<file path="src/rtl/mem_access_unit_pkg.sv">
// Shared types and helpers for the load/store unit: memory op encoding,
// access-size / signedness decoding, and the pending-queue entry.
package mem_pkg;

  typedef enum logic [3:0] {
    OP_LB   = 4'd0,
    OP_LBU  = 4'd1,
    OP_LH   = 4'd2,
    OP_LHU  = 4'd3,
    OP_LW   = 4'd4,
    OP_SB   = 4'd5,
    OP_SH   = 4'd6,
    OP_SW   = 4'd7,
    OP_NONE = 4'd8
  } mem_op_e;

  // Lane offset field is sized for the widest supported bus (64 bits).
  localparam int unsigned LO_MAX_W = 3;

  typedef struct packed {
    logic                is_load;
    mem_op_e             op;
    logic [LO_MAX_W-1:0] lo;
    logic                discard;
  } pend_s;

  // 0 = byte, 1 = half, 2 = word
  function automatic logic [1:0] size_of(input mem_op_e op);
    case (op)
      OP_LH, OP_LHU, OP_SH: size_of = 2'd1;
      OP_LW, OP_SW:         size_of = 2'd2;
      default:              size_of = 2'd0;
    endcase
  endfunction

  function automatic logic is_load(input mem_op_e op);
    is_load = (op == OP_LB) || (op == OP_LBU) || (op == OP_LH) ||
              (op == OP_LHU) || (op == OP_LW);
  endfunction

  function automatic logic is_signed(input mem_op_e op);
    is_signed = (op == OP_LB) || (op == OP_LH);
  endfunction

endpackage

</file>
<file path="src/rtl/mem_access_unit_pend_fifo.sv">
// In-order pending-access queue. Flush marks every stored entry as discard
// rather than dropping it, so the bus data phases can still be consumed.
module mem_pend_fifo
  import mem_pkg::*;
#(
  parameter int unsigned DEPTH = 4,
  parameter int unsigned TAG_W = 5
) (
  input  logic                   clk,
  input  logic                   rst,
  input  logic                   i_push,
  input  pend_s                  i_entry,
  input  logic [TAG_W-1:0]       i_tag,
  input  logic                   i_pop,
  input  logic                   i_flush,
  output pend_s                  o_head,
  output logic [TAG_W-1:0]       o_head_tag,
  output logic [$clog2(DEPTH):0] o_count,
  output logic                   o_full,
  output logic                   o_empty
);

  localparam int unsigned PTR_W = $clog2(DEPTH);
  localparam int unsigned CNT_W = PTR_W + 1;

  pend_s            r_mem [DEPTH];
  logic [TAG_W-1:0] r_tag [DEPTH];
  logic [PTR_W-1:0] r_wr;
  logic [PTR_W-1:0] r_rd;
  logic [CNT_W-1:0] r_count;
  logic             w_push;
  logic             w_pop;

  assign o_full     = (r_count == CNT_W'(DEPTH));
  assign o_empty    = (r_count == '0);
  assign o_count    = r_count;
  assign w_push     = i_push & ~o_full;
  assign w_pop      = i_pop & ~o_empty;
  assign o_head     = r_mem[r_rd];
  assign o_head_tag = r_tag[r_rd];

  // Entry storage, flush marking, pointers and occupancy count
  always_ff @(posedge clk or posedge rst) begin
    if (rst) begin
      for (int unsigned i = 0; i < DEPTH; i++) r_mem[i] <= '0;
      r_wr    <= '0;
      r_rd    <= '0;
      r_count <= '0;
    end else begin
      if (i_flush)
        for (int unsigned i = 0; i < DEPTH; i++) r_mem[i].discard <= 1'b1;
      if (w_push) begin
        r_mem[r_wr]         <= i_entry;
        r_mem[r_wr].discard <= i_entry.discard | i_flush;
        r_wr                <= r_wr + 1'b1;
      end
      if (w_pop) r_rd <= r_rd + 1'b1;
      case ({w_push, w_pop})
        2'b10:   r_count <= r_count + 1'b1;
        2'b01:   r_count <= r_count - 1'b1;
        default: r_count <= r_count;
      endcase
    end
  end

  // Tag storage needs no reset: it is only read behind a valid count
  always_ff @(posedge clk) begin
    if (w_push) r_tag[r_wr] <= i_tag;
  end

endmodule

</file>
<file path="src/rtl/mem_access_unit.sv">
// Load/store unit: address checks, byte strobes and lane-replicated store
// data toward a request/response bus, an in-order pending queue, and a
// registered, extended, tag-annotated load response.
module mem_access_unit
  import mem_pkg::*;
#(
  parameter int unsigned DATA_W = 32,
  parameter int unsigned ADDR_W = 32,
  parameter int unsigned DEPTH  = 4,
  parameter int unsigned TAG_W  = 5
) (
  input  logic                clk,
  input  logic                rst,
  input  logic                i_req_valid,
  input  logic [3:0]          i_req_op,
  input  logic [ADDR_W-1:0]   i_req_addr,
  input  logic [31:0]         i_req_wdata,
  input  logic [TAG_W-1:0]    i_req_tag,
  output logic                o_req_ready,
  output logic                o_addr_err_ld,
  output logic                o_addr_err_st,
  input  logic                i_flush,
  output logic                o_data_req,
  output logic                o_data_wr,
  output logic [1:0]          o_data_size,
  output logic [ADDR_W-1:0]   o_data_addr,
  output logic [DATA_W/8-1:0] o_data_wstrb,
  output logic [DATA_W-1:0]   o_data_wdata,
  input  logic                i_data_addr_ok,
  input  logic [DATA_W-1:0]   i_data_rdata,
  input  logic                i_data_data_ok,
  output logic                o_resp_valid,
  output logic [31:0]         o_resp_data,
  output logic [TAG_W-1:0]    o_resp_tag,
  output logic                o_busy,
  output logic                o_proto_err
);

  localparam int unsigned NB   = DATA_W / 8;
  localparam int unsigned LO_W = $clog2(NB);

  mem_op_e                w_op;
  logic                   w_is_load;
  logic                   w_is_store;
  logic [1:0]             w_size;
  logic                   w_mis;
  logic [LO_W-1:0]        w_lo;
  logic [NB-1:0]          w_mask;
  pend_s                  w_entry;
  pend_s                  w_head;
  logic [TAG_W-1:0]       w_head_tag;
  logic [$clog2(DEPTH):0] w_count;
  logic                   w_full;
  logic                   w_empty;
  logic [31:0]            w_word;
  logic [31:0]            w_ext;

  logic                   r_resp_valid;
  logic [31:0]            r_resp_data;
  logic [TAG_W-1:0]       r_resp_tag;
  logic                   r_proto_err;

  assign w_op       = mem_op_e'(i_req_op);
  assign w_is_load  = is_load(w_op);
  assign w_is_store = (w_op == OP_SB) || (w_op == OP_SH) || (w_op == OP_SW);
  assign w_size     = size_of(w_op);
  assign w_lo       = i_req_addr[LO_W-1:0];

  // Alignment check for the decoded access size
  always_comb begin
    w_mis = 1'b0;
    case (w_size)
      2'd1:    w_mis = i_req_addr[0];
      2'd2:    w_mis = |i_req_addr[1:0];
      default: w_mis = 1'b0;
    endcase
  end

  assign o_addr_err_ld = i_req_valid & w_is_load  & w_mis;
  assign o_addr_err_st = i_req_valid & w_is_store & w_mis;
  assign o_data_req    = i_req_valid & (w_is_load | w_is_store) & ~w_mis &
                         ~w_full & ~i_flush;
  assign o_req_ready   = o_data_req & i_data_addr_ok;
  assign o_data_wr     = w_is_store;
  assign o_data_size   = w_size;
  assign o_data_addr   = i_req_addr;

  // Size mask for the strobe, before lane shifting
  always_comb begin
    w_mask = NB'(1);
    case (w_size)
      2'd1:    w_mask = NB'(3);
      2'd2:    w_mask = NB'(15);
      default: w_mask = NB'(1);
    endcase
  end

  assign o_data_wstrb = w_is_store ? (w_mask << w_lo) : '0;

  // Replicate the store datum across every lane of the bus
  always_comb begin
    o_data_wdata = {(DATA_W/32){i_req_wdata}};
    case (w_op)
      OP_SB:   o_data_wdata = {NB{i_req_wdata[7:0]}};
      OP_SH:   o_data_wdata = {(DATA_W/16){i_req_wdata[15:0]}};
      default: o_data_wdata = {(DATA_W/32){i_req_wdata}};
    endcase
  end

  // Entry pushed on accept; lane offset widened to the package field
  always_comb begin
    w_entry            = '0;
    w_entry.is_load    = w_is_load;
    w_entry.op         = w_op;
    w_entry.lo[LO_W-1:0] = w_lo;
    w_entry.discard    = 1'b0;
  end

  mem_pend_fifo #(
    .DEPTH (DEPTH),
    .TAG_W (TAG_W)
  ) u_fifo (
    .clk        (clk),
    .rst        (rst),
    .i_push     (o_req_ready),
    .i_entry    (w_entry),
    .i_tag      (i_req_tag),
    .i_pop      (i_data_data_ok),
    .i_flush    (i_flush),
    .o_head     (w_head),
    .o_head_tag (w_head_tag),
    .o_count    (w_count),
    .o_full     (w_full),
    .o_empty    (w_empty)
  );

  assign o_busy = |w_count;

  // Lane extraction: the head's lane offset brings its data to bit 0
  assign w_word = 32'(i_data_rdata >> {w_head.lo, 3'b000});

  // Sign or zero extension of the extracted byte/half
  always_comb begin
    w_ext = w_word;
    case (size_of(w_head.op))
      2'd0:    w_ext = is_signed(w_head.op) ? {{24{w_word[7]}}, w_word[7:0]}
                                            : {24'd0, w_word[7:0]};
      2'd1:    w_ext = is_signed(w_head.op) ? {{16{w_word[15]}}, w_word[15:0]}
                                            : {16'd0, w_word[15:0]};
      default: w_ext = w_word;
    endcase
  end

  // Response register and sticky protocol-error flag
  always_ff @(posedge clk or posedge rst) begin
    if (rst) begin
      r_resp_valid <= 1'b0;
      r_resp_data  <= '0;
      r_resp_tag   <= '0;
      r_proto_err  <= 1'b0;
    end else begin
      r_resp_valid <= 1'b0;
      if (i_data_data_ok) begin
        if (w_empty) begin
          r_proto_err <= 1'b1;
        end else if (w_head.is_load & ~w_head.discard & ~i_flush) begin
          r_resp_valid <= 1'b1;
          r_resp_data  <= w_ext;
          r_resp_tag   <= w_head_tag;
        end
      end
    end
  end

  assign o_resp_valid = r_resp_valid;
  assign o_resp_data  = r_resp_data;
  assign o_resp_tag   = r_resp_tag;
  assign o_proto_err  = r_proto_err;

endmodule
</file>
<file path="config.mk">
export PLATFORM = sky130hd
export DESIGN_NAME = mem_access_unit
export DESIGN_NICKNAME = d
export VERILOG_FILES = /design/src/rtl/mem_access_unit_pkg.sv /design/src/rtl/mem_access_unit_pend_fifo.sv /design/src/rtl/mem_access_unit.sv
export SDC_FILE = /design/constraint.sdc
export NUM_CORES = 1
export LEC_CHECK = 0
export CORE_ASPECT_RATIO = 1.25
export CORE_MARGIN = 4
export CORE_UTILIZATION = 40
export DETAILED_ROUTE_END_ITERATION = 10
export GPL_TIMING_DRIVEN = 0
export PLACE_DENSITY_LB_ADDON = 0.25
export SKIP_CTS_REPAIR_TIMING = 1
export SLEW_MARGIN = 15
export SYNTH_ARGS = -nofsm -noshare
export SYNTH_HDL_FRONTEND = slang
export SYNTH_SLANG_ARGS = --single-unit
</file>
<file path="constraint.sdc">
create_clock -name clk -period 2.72 [get_ports clk]
set_input_delay 0.544 -clock clk [delete_from_list [all_inputs] [get_ports clk]]
set_output_delay 0.544 -clock clk [all_outputs]
set_load 0.02 [all_outputs]
</file>
==> results of run 1 <==
[final cells by class]
| type | count | area [µm²] | area share (%) |
|---|---|---|---|
| flip-flops and latches | 102 | 2650 | 31.3 |
| multi-input cells | 308 | 2530 | 29.8 |
| repair buffers | 211 | 2150 | 25.4 |
| plain buffers | 66 | 483 | 5.70 |
| clock buffers | 10 | 239 | 2.82 |
| well taps | 175 | 219 | 2.58 |
| clock inverters | 6 | 118 | 1.39 |
| inverters | 21 | 83.8 | 0.989 |
[kinds of logic (layout without fill, tap and decap cells)]
group	count (synthesis)	in the layout
AOI/OAI and AO/OA	94	94
xor gates and xnor gates	7	7
adders and majority gates	8	8
buffers and inverters	87	314
DFF	102	102
muxes	80	80
and+or+nand+nor	119	119
[how the worst max path moves through the flow]
stage                           start           endpoint  slack, ns  depth (start not counted)
after CTS                 i_req_op[2]   o_data_wdata[18]      -1.38                          7
final                     i_req_op[0]  u_fifo.o_count[2]       0.02                         16
after global routing      i_req_op[3]  u_fifo.o_count[2]      -0.11                         16
after detailed placement  i_req_op[2]   o_data_wdata[18]      -1.37                          7
after global placement    i_req_op[2]   o_data_wdata[18]      -1.32                          7
after floorplan           i_req_op[1]  u_fifo.o_count[2]      -0.46                         15
[per-layer routing]
layer / vias to the layer above / track usage, % / part of all wire (%)
met2: 222 / 34.0 / 51
met1: 2221 / 21.3 / 37
met3: 27 / 5.88 / 9.4
met4: 0 / 7.69 / 2.8
li1: 2155 / - / -
met5: - / 0 / 0
[power groups by stage]
stage          Clock [µW]  Combinational, µW  Sequential (µW)
5_1_grt              1600               4500             2400
3_5_place_dp            0               4160             2370
4_1_cts              1530               4180             2340
6_report             1490               4180             2340
3_3_place_gp            0               4080             2350
2_1_floorplan           0               2430             2650
[layout by cell type (no fill, tap or decap), types with 9 or more instances in the layout]
cell,synthesis,layout
a21oi_1,27,25
a21oi_2,10,10
buf_2,9,10
buf_4,42,63
clkbuf_16,0,9
clkdlybuf4s50_1,0,158
dfrtp_1,82,82
dlymetal6s2s_1,0,31
edfxtp_1,20,20
inv_1,21,14
mux2_2,49,49
mux2i_1,16,16
mux4_2,11,11
nand2_1,55,55
nor2_1,34,33
o21ai_0,10,9
[per-stage QoR]
step                total power (µW)  instances  hold WS, ns
finish                          8010        899        0.472
global route                    8490        899        0.464
CTS                             8040        880        0.478
detailed placement              6530        864        0.462
global placement                6420        863        0.457
floorplan                       5080        497        0.451
==> impl_results.md, run 1 <==
- Final #Nets: ~840
- Setup violators final: 0
- Fin area: between 8000 and 9000 µm²
- Top-count cell post-synth: dfrtp_1
- Synth Area in Compound Gates: approximately 12%
- Switching share of power: 38.1%
- H-tree levels: 3
- CP bufs+invs: 5
- Startpoint Class: input pin
- CP cell instances: buf_12 > or2_4 > a21oi_4 > inv_1 > ha_2 > o21ai_2 > a21oi_4 > a2111oi_4 > buf_4 > inv_4 > ha_4 > inv_2 > fa_2 > xor2_1 > nor2_1 > xor2_1
- Seq pwr share: ~30%
- Power density over cell area: 945 nW/µm²
- Routed length per placed instance: roughly 17 µm
- Final wirelength: 15700 µm
- Clock share of power: 18.7%
- Arrival time at the worst endpoint: 2.93 ns
- Share of layout cells above drive strength 1: about 27%
- CTS buffer count: 9
- Prevailing post-synth register cell: dfrtp_1
- Vias: 4625
- Commonest cells in the netlist: dfrtp_1 (82), nand2_1 (55), mux2_2 (49), buf_4 (42), nor2_1 (34)
- DIE AREA: about 16000 µm²
- Cells after synthesis: 497
- Post-synth ARST share: roughly four fifths
- Status: complete, no violations
- Area Growth Syn to Fin: 50.4%
- Largest family of logic cells by synthesized area: multiplexers
- Start of the worst register-to-register path: u_fifo.r_rd[0]
- RePlAce Congestion: 0.857
- Initial antenna violation count: 0
- Critical path's top delay family: compound AO/OA/AOI/OAI gates
- Antenna-violating nets left: 0
- Rel. slew slack: a little under 60%
- Number of synthesized flops with an enable pin: 20
- Yosys top cell by area: dfrtp_1
- Syn_nets: just over 600
- Largest net degree at the start of global routing: 67
- Hold Fails Final Rpt: 0
- Starting Density: between 40% and 50%
- NetSw: ~3000 µW
- Grt ovf: 0
- Cell-internal power: slightly below 5000 µW
- Vias per cell: 5.14
- Diodes inserted: 0
- Dpl ws: -1.37 ns
- CP max FO: 4
- CP endpoint kind: flip-flop
- PortBufs: 191
- Synth Warn #: 0
- Die height: about 140 µm
- First-pass GRT wire length: roughly 24000 µm
- Cell variety after synth: 53
- Clock buffer depth: 2
- Sum Neg Setup Slack: 0 ns
- RSZ-0062 raised after global routing: true
- Fillers: 1111
- Post-synthesis sequential area ratio: about 47%
- Clk slew on worst S/H paths: roughly 0.07 ns
- Fin util: 61.4%
- VDD IR max: 0.642 mV
- Top cells by area, synth: dfrtp_1 (36%), edfxtp_1 (11%), mux2_2 (9.8%)
- Combinational share of power: between 50% and 60%
- DRT iter0 DRCs: 304
- CTS tree: built
- Max Slew Vio Count: 0
- Post-synthesis xor/xnor area fraction: 1.09%
- Mapped Area: approximately 5600 µm²
- Simple-Gate Fraction of Synth Area: roughly a tenth
- Dpl hpwl: 12100 µm
- Core Box Area: about 14000 µm²
- Worst Skew: between 0.01 and 0.015 ns
- Crit path required time: between 2 and 3 ns
- Rows: 48
- Max Clock Freq: approximately 370 MHz
- Die W: approximately 110 µm
- Root Buffer: clkbuf_16
- Mux contribution to synthesized area: ~19%
- Adder-cell area share of the yosys netlist: ~1.9%
- Avg Cell Area, Syn: ~11 µm²
- Gr usage total: about a fifth
- Cell depth of the worst flop-to-flop path: 8
- Pin slew with the least headroom to its limit: between 0.6 and 0.7 ns
- Vias in the first global route: ~5.0k
- Clock Latency Late Sink: 0.35 ns
- Min Tclk post-route: 2.70 ns
- Worst path max stage delay: approximately 0.38 ns
- Hold depth: 2
- CTS Sinks: around 100
- Max-cap violations: 0
- Hold path start: i_req_op[1]
- Leakage: just under 0.004 µW
- Placed Instance Area: between 7000 and 8000 µm²
- Final worst slack: 0.0175 ns
- Drt first pass iters: 4
- R2R setup slack: between 0.2 and 0.3 ns
- Top-area cell type share of the netlist area: roughly 36%
- Setup Crit Path Kind: input pin to flip-flop
- Worst hold-check path type: input pin to flip-flop
- Final period util: between 90% and 100%
- DRC viols: 0
- I/O pins: roughly 230
- R2r endpoint: o_resp_data[0]
- Synth Register Bits: between 100 and 150
- CP max stage cell: a2111oi_4
No activity file was read; power rests on OpenSTA's default activity.
==> run 2: changes to the inputs <==
CORE_ASPECT_RATIO = 0.7   (was 1.25)
==> run 2 against run 1 <==
Compared with the run above:
- non-clock buffer count is 2 higher
- worst hold slack better by 0.0028 ns
- sequential power hardly changed
- first-iteration DRC count is 36% lower
- sequential cell count stayed put
- clock-buffer cell count is 1 lower
- largest power group unchanged
- highest routed layer unchanged
==> impl_results.md, run 2 (synthesis gave the netlist of run 1 again) <==
- Status: complete, no violations (unchanged)
- Multi-input gate area: 2530 µm² (about the same)
- DRT iter0 DRCs: 196 (was 304)
- Max Slew Vio Count: 0 (unchanged)
- Placed Instances: 874 (was 864)
- Worst hold-check path type: flip-flop to flip-flop (was input pin to flip-flop)
- RePlAce Congestion: 0.851 (was 0.857)
- Final period util: 99.1% (was 99.4%)
- Starting Density: 41.8% (was 40.8%)
- Cell depth of the worst flop-to-flop path: 8 (unchanged)
- Area Growth Syn to Fin: 49.9% (was 50.4%)
- Hold path start: o_proto_err (was i_req_op[1])
- R2r endpoint: o_resp_data[17] (was o_resp_data[0])
- DRC viols: 0 (unchanged)
- Fin area: 8450 µm² (was 8480 µm²)
- VDD IR max: 0.552 mV (was 0.642 mV)
- Vias: 4575 (was 4625)
- Setup violators final: 0 (unchanged)
- CTS tree: built (unchanged)
- Clock buffer depth: 2 (unchanged)
- Start of the worst register-to-register path: u_fifo.r_rd[0] (unchanged)
- Gr usage total: 18.1% (was 19.2%)
- Final #Nets: 840 (was 838)
- CP endpoint kind: output pin (was flip-flop)
- Die height: 107 µm (was 141 µm)
- Drt first pass iters: 4 (unchanged)
- Commonest non-fill, non-tap cell in the layout: clkdlybuf4s50_1 (unchanged)
- Setup Crit Path Kind: input pin to output pin (was input pin to flip-flop)
- Commonest non-fill, non-tap cells in the layout: clkdlybuf4s50_1 (158), dfrtp_1 (82), buf_4 (63) (unchanged)
- Sum Neg Setup Slack: 0 ns (unchanged)
- Rel. slew slack: 55.7% (was 57.8%)
- CTS Sinks: 102 (unchanged)
- Initial antenna violation count: 0 (unchanged)
- Reg area: 2650 µm² (unchanged)
- Hold depth: 1 (was 2)
- Largest net degree at the start of global routing: 64 (was 67)
- Power density over cell area: 920 nW/µm² (was 945 nW/µm²)
- Arrival time at the worst endpoint: 2.15 ns (was 2.93 ns)
- Hold Fails Final Rpt: 0 (unchanged)
- Max Clock Freq: 371 MHz (was 370 MHz)
- CP max FO: 6 (was 4)
- Vias per cell: 5.02 (was 5.14)
- H-tree levels: 3 (unchanged)
- PortBufs: 191 (unchanged)
- Startpoint Class: input pin (unchanged)
- Leakage: 0.00388 µW (was 0.00390 µW)
- Routed length per placed instance: 17.0 µm (was 17.4 µm)
- CTS buffer count: 9 (unchanged)
- Clock Latency Late Sink: 0.35 ns (about the same)
- WHS Endpoint: o_proto_err
- Pin slew with the least headroom to its limit: 0.661 ns (was 0.632 ns)
- Worst Skew: 0.00776 ns (was 0.0103 ns)
- Placed Instance Area: 7850 µm² (was 7840 µm²)
- Final wirelength: 15500 µm (was 15700 µm)
- Fillers: 1084 (was 1111)
- I/O pins: 226 (unchanged)
- Share of layout cells above drive strength 1: 27.5% (was 27.1%)
- Rows: 35 (was 48)
- Min Tclk post-route: 2.70 ns (about the same)
- Clk slew on worst S/H paths: 0.07 ns (about the same)
- DIE AREA: 16100 µm² (about the same)
- Antenna-violating nets left: 0 (unchanged)
- Vias in the first global route: 4469 (was 4952)
- Core Box Area: 13500 µm² (was 13800 µm²)
- Fin cells: 911 (was 899)
- Max-cap violations: 0 (unchanged)
- First-pass GRT wire length: 23300 µm (was 24400 µm)
- Dpl hpwl: 12000 µm (was 12100 µm)
- R2R setup slack: 0.37 ns (was 0.26 ns)
- Root Buffer: clkbuf_16 (unchanged)
- Power, Total: 7780 µW (was 8010 µW)
- Die W: 150 µm (was 114 µm)
- Diodes inserted: 0 (unchanged)
- Grt ovf: 0 (unchanged)
- Crit path required time: 2.18 ns (was 2.95 ns)
==> run 2: layout make-up <==
type	instances	area share, %
multi-input cells	308	30.0
clock buffers	9	2.67
flip-flops and latches	102	31.4
repair buffers	213	25.6
plain buffers	66	5.79
inverters	21	0.992
clock inverters	7	0.844
well taps	185	2.74
==> run 2: worst max-delay path by stage <==
stage	startpoint	endpoint	cells after the start
after floorplan	i_req_op[1]	u_fifo.o_count[2]	15
after global placement	i_req_op[2]	o_data_wdata[19]	7
after global routing	i_req_op[0]	u_fifo.o_count[2]	16
after detailed placement	i_req_op[2]	o_data_wdata[19]	7
after CTS	i_req_op[2]	o_data_wdata[19]	7
final	i_req_op[0]	o_req_ready	9
==> run 2: where the power goes <==
group,switching [µW],total [µW],leakage (µW),internal [µW]
registers,301,2360,0.00118,2050
clock network,565,1280,0.000140,715
logic,2170,4140,0.00255,1980
total,3030,7780,0.00388,4740
==> run 2: worst max-delay path: stages <==
cell and delay, ns:
buf_12 0.11, or2_4 0.27, a21oi_4 0.14, inv_1 0.06, ha_2 0.17, o21ai_2 0.18
a21oi_4 0.09, a2111oi_4 0.36, buf_2 0.23
==> run 2: routing by layer <==
metal  wire, µm  GRT usage (%)  vias to the layer above
met5          0              0                        -
met4         97           2.15                        0
met3       1330           5.93                       11
met2       7410           29.6                      180
met1       6660           24.4                     2218
li1           -              -                     2166
==> run 2: per-stage QoR <==
stage                     hold slack (ns)  utilization (%)  setup WS, ns
after floorplan                     0.451                -        -0.461
after global placement              0.463             58.0         -1.28
after detailed placement            0.463             58.2         -1.33
after CTS                           0.479             60.4         -1.34
after global routing                0.473             62.6       -0.0114
final                               0.475             62.6        0.0237
==> run 3: changes to the inputs <==
REMOVE_ABC_BUFFERS = 1   (was unset)
==> run 3 against run 2 <==
Compared with the run above:
- wire length rose by 11%
- non-clock buffer count shrank 94
- sequential power grew 8%
- core utilization decreased by 4.7 points
- register-to-register slack worse by 0.26 ns
- fmax is essentially flat
- largest cell class unchanged
- largest power group unchanged
- highest routed layer unchanged
==> impl_results.md, run 3 (synthesis gave the netlist of run 1 again) <==
- Worst Skew: 0.00648 ns (was 0.00776 ns)
- CP bufs+invs: 3 (unchanged)
- Leakage: 0.00350 µW (was 0.00388 µW)
- NetSw: 3130 µW (was 3030 µW)
- Share of layout cells above drive strength 1: 23.1% (was 27.5%)
- Die height: 107 µm (unchanged)
- Switching share of power: 40.2% (was 39.0%)
- Rel. slew slack: 43.5% (was 55.7%)
- Routed length per placed instance: 20.9 µm (was 17.0 µm)
- Die W: 150 µm (unchanged)
- Worst hold-check path type: flip-flop to flip-flop (unchanged)
- Dpl hpwl: 10900 µm (was 12000 µm)
- Routed metal-1 wirelength: 7530 µm (was 6660 µm)
- Final wirelength: 17100 µm (was 15500 µm)
- Setup Crit Path Kind: input pin to output pin (unchanged)
- Max-cap violations: 0 (unchanged)
- Initial antenna violation count: 0 (unchanged)
- Diodes inserted: 0 (unchanged)
- Power, Total: 7790 µW (was 7780 µW)
- CP max FO: 9 (was 6)
- DRT iter0 DRCs: 231 (was 196)
- Rows: 35 (unchanged)
- Clock Latency Late Sink: 0.34 ns (was 0.35 ns)
- Vias: 4422 (was 4575)
- Final hold slack: 0.475 ns (about the same)
- WL met2: 7490 µm (was 7410 µm)
- CTS tree: built (unchanged)
- Commonest non-fill, non-tap cell in the layout: clkdlybuf4s50_1 (unchanged)
- CP endpoint kind: output pin (unchanged)
- Clk slew on worst S/H paths: 0.06 ns (was 0.07 ns)
- Core Box Area: 13500 µm² (unchanged)
- Power density over cell area: 997 nW/µm² (was 920 nW/µm²)
- Fin util: 57.9% (was 62.6%)
- CTS buffer count: 9 (unchanged)
- Wire length on met3: 1980 µm (was 1330 µm)
- Final #Nets: 750 (was 840)
- First-pass GRT wire length: 23300 µm (about the same)
- Max layer used: met4 (unchanged)
- CP most frequent cell: a21oi_4 (unchanged)
- Startpoint Class: input pin (unchanged)
- I/O pins: 226 (unchanged)
- DIE AREA: 16100 µm² (unchanged)
- Final period util: 99.2% (was 99.1%)
- VDD IR max: 0.434 mV (was 0.552 mV)
- Setup violators final: 0 (unchanged)
- Hold Fails Final Rpt: 0 (unchanged)
- Seq pwr share: 32.6% (was 30.3%)
- Grt ovf: 0 (unchanged)
- H-tree levels: 3 (unchanged)
- Cell-internal power: 4660 µW (was 4740 µW)
- Max Clock Freq: 371 MHz (about the same)
- Max Slew Vio Count: 0 (unchanged)
- Gr usage total: 18.7% (was 18.1%)
- Pin slew with the least headroom to its limit: 0.841 ns (was 0.661 ns)
- Critical path's top delay family: compound AO/OA/AOI/OAI gates (unchanged)
- Vias in the first global route: 4245 (was 4469)
- Arrival time at the worst endpoint: 2.15 ns (about the same)
- Drt first pass iters: 5 (was 4)
- PortBufs: 165 (was 191)
- Placed Instance Area: 7090 µm² (was 7850 µm²)
- Worst path max stage delay: 0.32 ns (was 0.36 ns)
- Clock buffer depth: 2 (unchanged)
- Commonest non-fill, non-tap cells in the layout: clkdlybuf4s50_1 (128), dfrtp_1 (80), nand2_1 (54) (was clkdlybuf4s50_1 (158), dfrtp_1 (82), buf_4 (63))
- Antenna-violating nets left: 0 (unchanged)
- Clock share of power: 16.5% (about the same)
- Starting Density: 41.8% (unchanged)
- Crit path required time: 2.18 ns (about the same)
- Min Tclk post-route: 2.70 ns (about the same)
- DRC viols: 0 (unchanged)
- Vias per cell: 5.39 (was 5.02)
- Area Growth Syn to Fin: 38.7% (was 49.9%)
- Fillers: 1144 (was 1084)
- CTS Sinks: 102 (unchanged)
- Status: complete, no violations (unchanged)
- Largest net degree at the start of global routing: 43 (was 64)
- CP max stage cell: a2111oi_4 (unchanged)
- Combinational share of power: 50.9% (was 53.2%)
- RePlAce Congestion: 0.802 (was 0.851)
- Root Buffer: clkbuf_16 (unchanged)
- Sum Neg Setup Slack: 0 ns (unchanged)
- CP cell instances: buf_6 > or2_4 > a21oi_4 > inv_1 > ha_2 > o21ai_2 > a21oi_4 > a2111oi_4 > buf_4 (was buf_12 > or2_4 > a21oi_4 > inv_1 > ha_2 > o21ai_2 > a21oi_4 > a2111oi_4 > buf_2)
- RSZ-0062 raised after global routing: true
- Fin area: 7820 µm² (was 8450 µm²)
==> run 3: per-layer routing <==
metal | vias up | global-route usage, %
met3 | 11 | 7.66
met1 | 2177 | 26.1
met5 | - | 1.33
met4 | 0 | 3.98
li1 | 1995 | -
met2 | 239 | 27.2
==> run 3: worst paths after layout <==
| path | startpoint | end | slack, ns | cells past startpoint |
|---|---|---|---|---|
| worst min register to register | o_resp_tag[3] | o_resp_tag[3] | 0.48 | 2 |
| min in group asynchronous | rst | o_resp_data[25] | 0.61 | 2 |
| worst max register to register | u_fifo.r_rd[0] | o_resp_data[26] | 0.11 | 6 |
| worst min-delay path | o_resp_tag[3] | o_resp_tag[3] | 0.48 | 2 |
| max in group asynchronous | rst | asynchronous set/reset pin | 1.48 | 3 |
| worst max-delay path | i_req_op[1] | o_req_ready | 0.02 | 9 |
==> run 3: worst register-to-register path, cell delays in order (launching register included) <==
cell	delay, ns
dfrtp_4	0.69
mux4_2	0.83
mux2i_4	0.31
o211ai_1	0.27
o211ai_4	0.13
buf_12	0.17
a21oi_1	0.13
==> run 3: area by class of cell <==
class	instances	area (µm²)	share of cell area [%]
Sequential cell	102	2660	34.0
Multi-Input combinational cell	311	2620	33.6
Timing Repair Buffer	185	1920	24.5
Clock buffer	13	250	3.20
Tap cell	185	231	2.96
Inverter	21	85.1	1.09
Clock inverter	3	45.0	0.576
Timing Repair inverter	1	7.51	0.0960
==> run 3: power groups by stage <==
stage	clock [µW]	sequential, µW	combinational, µW
after global placement	0	2460	3610
after CTS	1310	2460	3690
after floorplan	0	2730	2020
after detailed placement	0	2490	3680
after global routing	1380	2610	4210
final	1290	2540	3970
==> run 3: through the flow <==
stage | setup WS [ns] | cells
6_report | 0.0228 | 821
5_1_grt | -0.0896 | 821
4_1_cts | -1.72 | 798
3_5_place_dp | -1.71 | 782
3_3_place_gp | -1.66 | 781
2_1_floorplan | -0.812 | 431
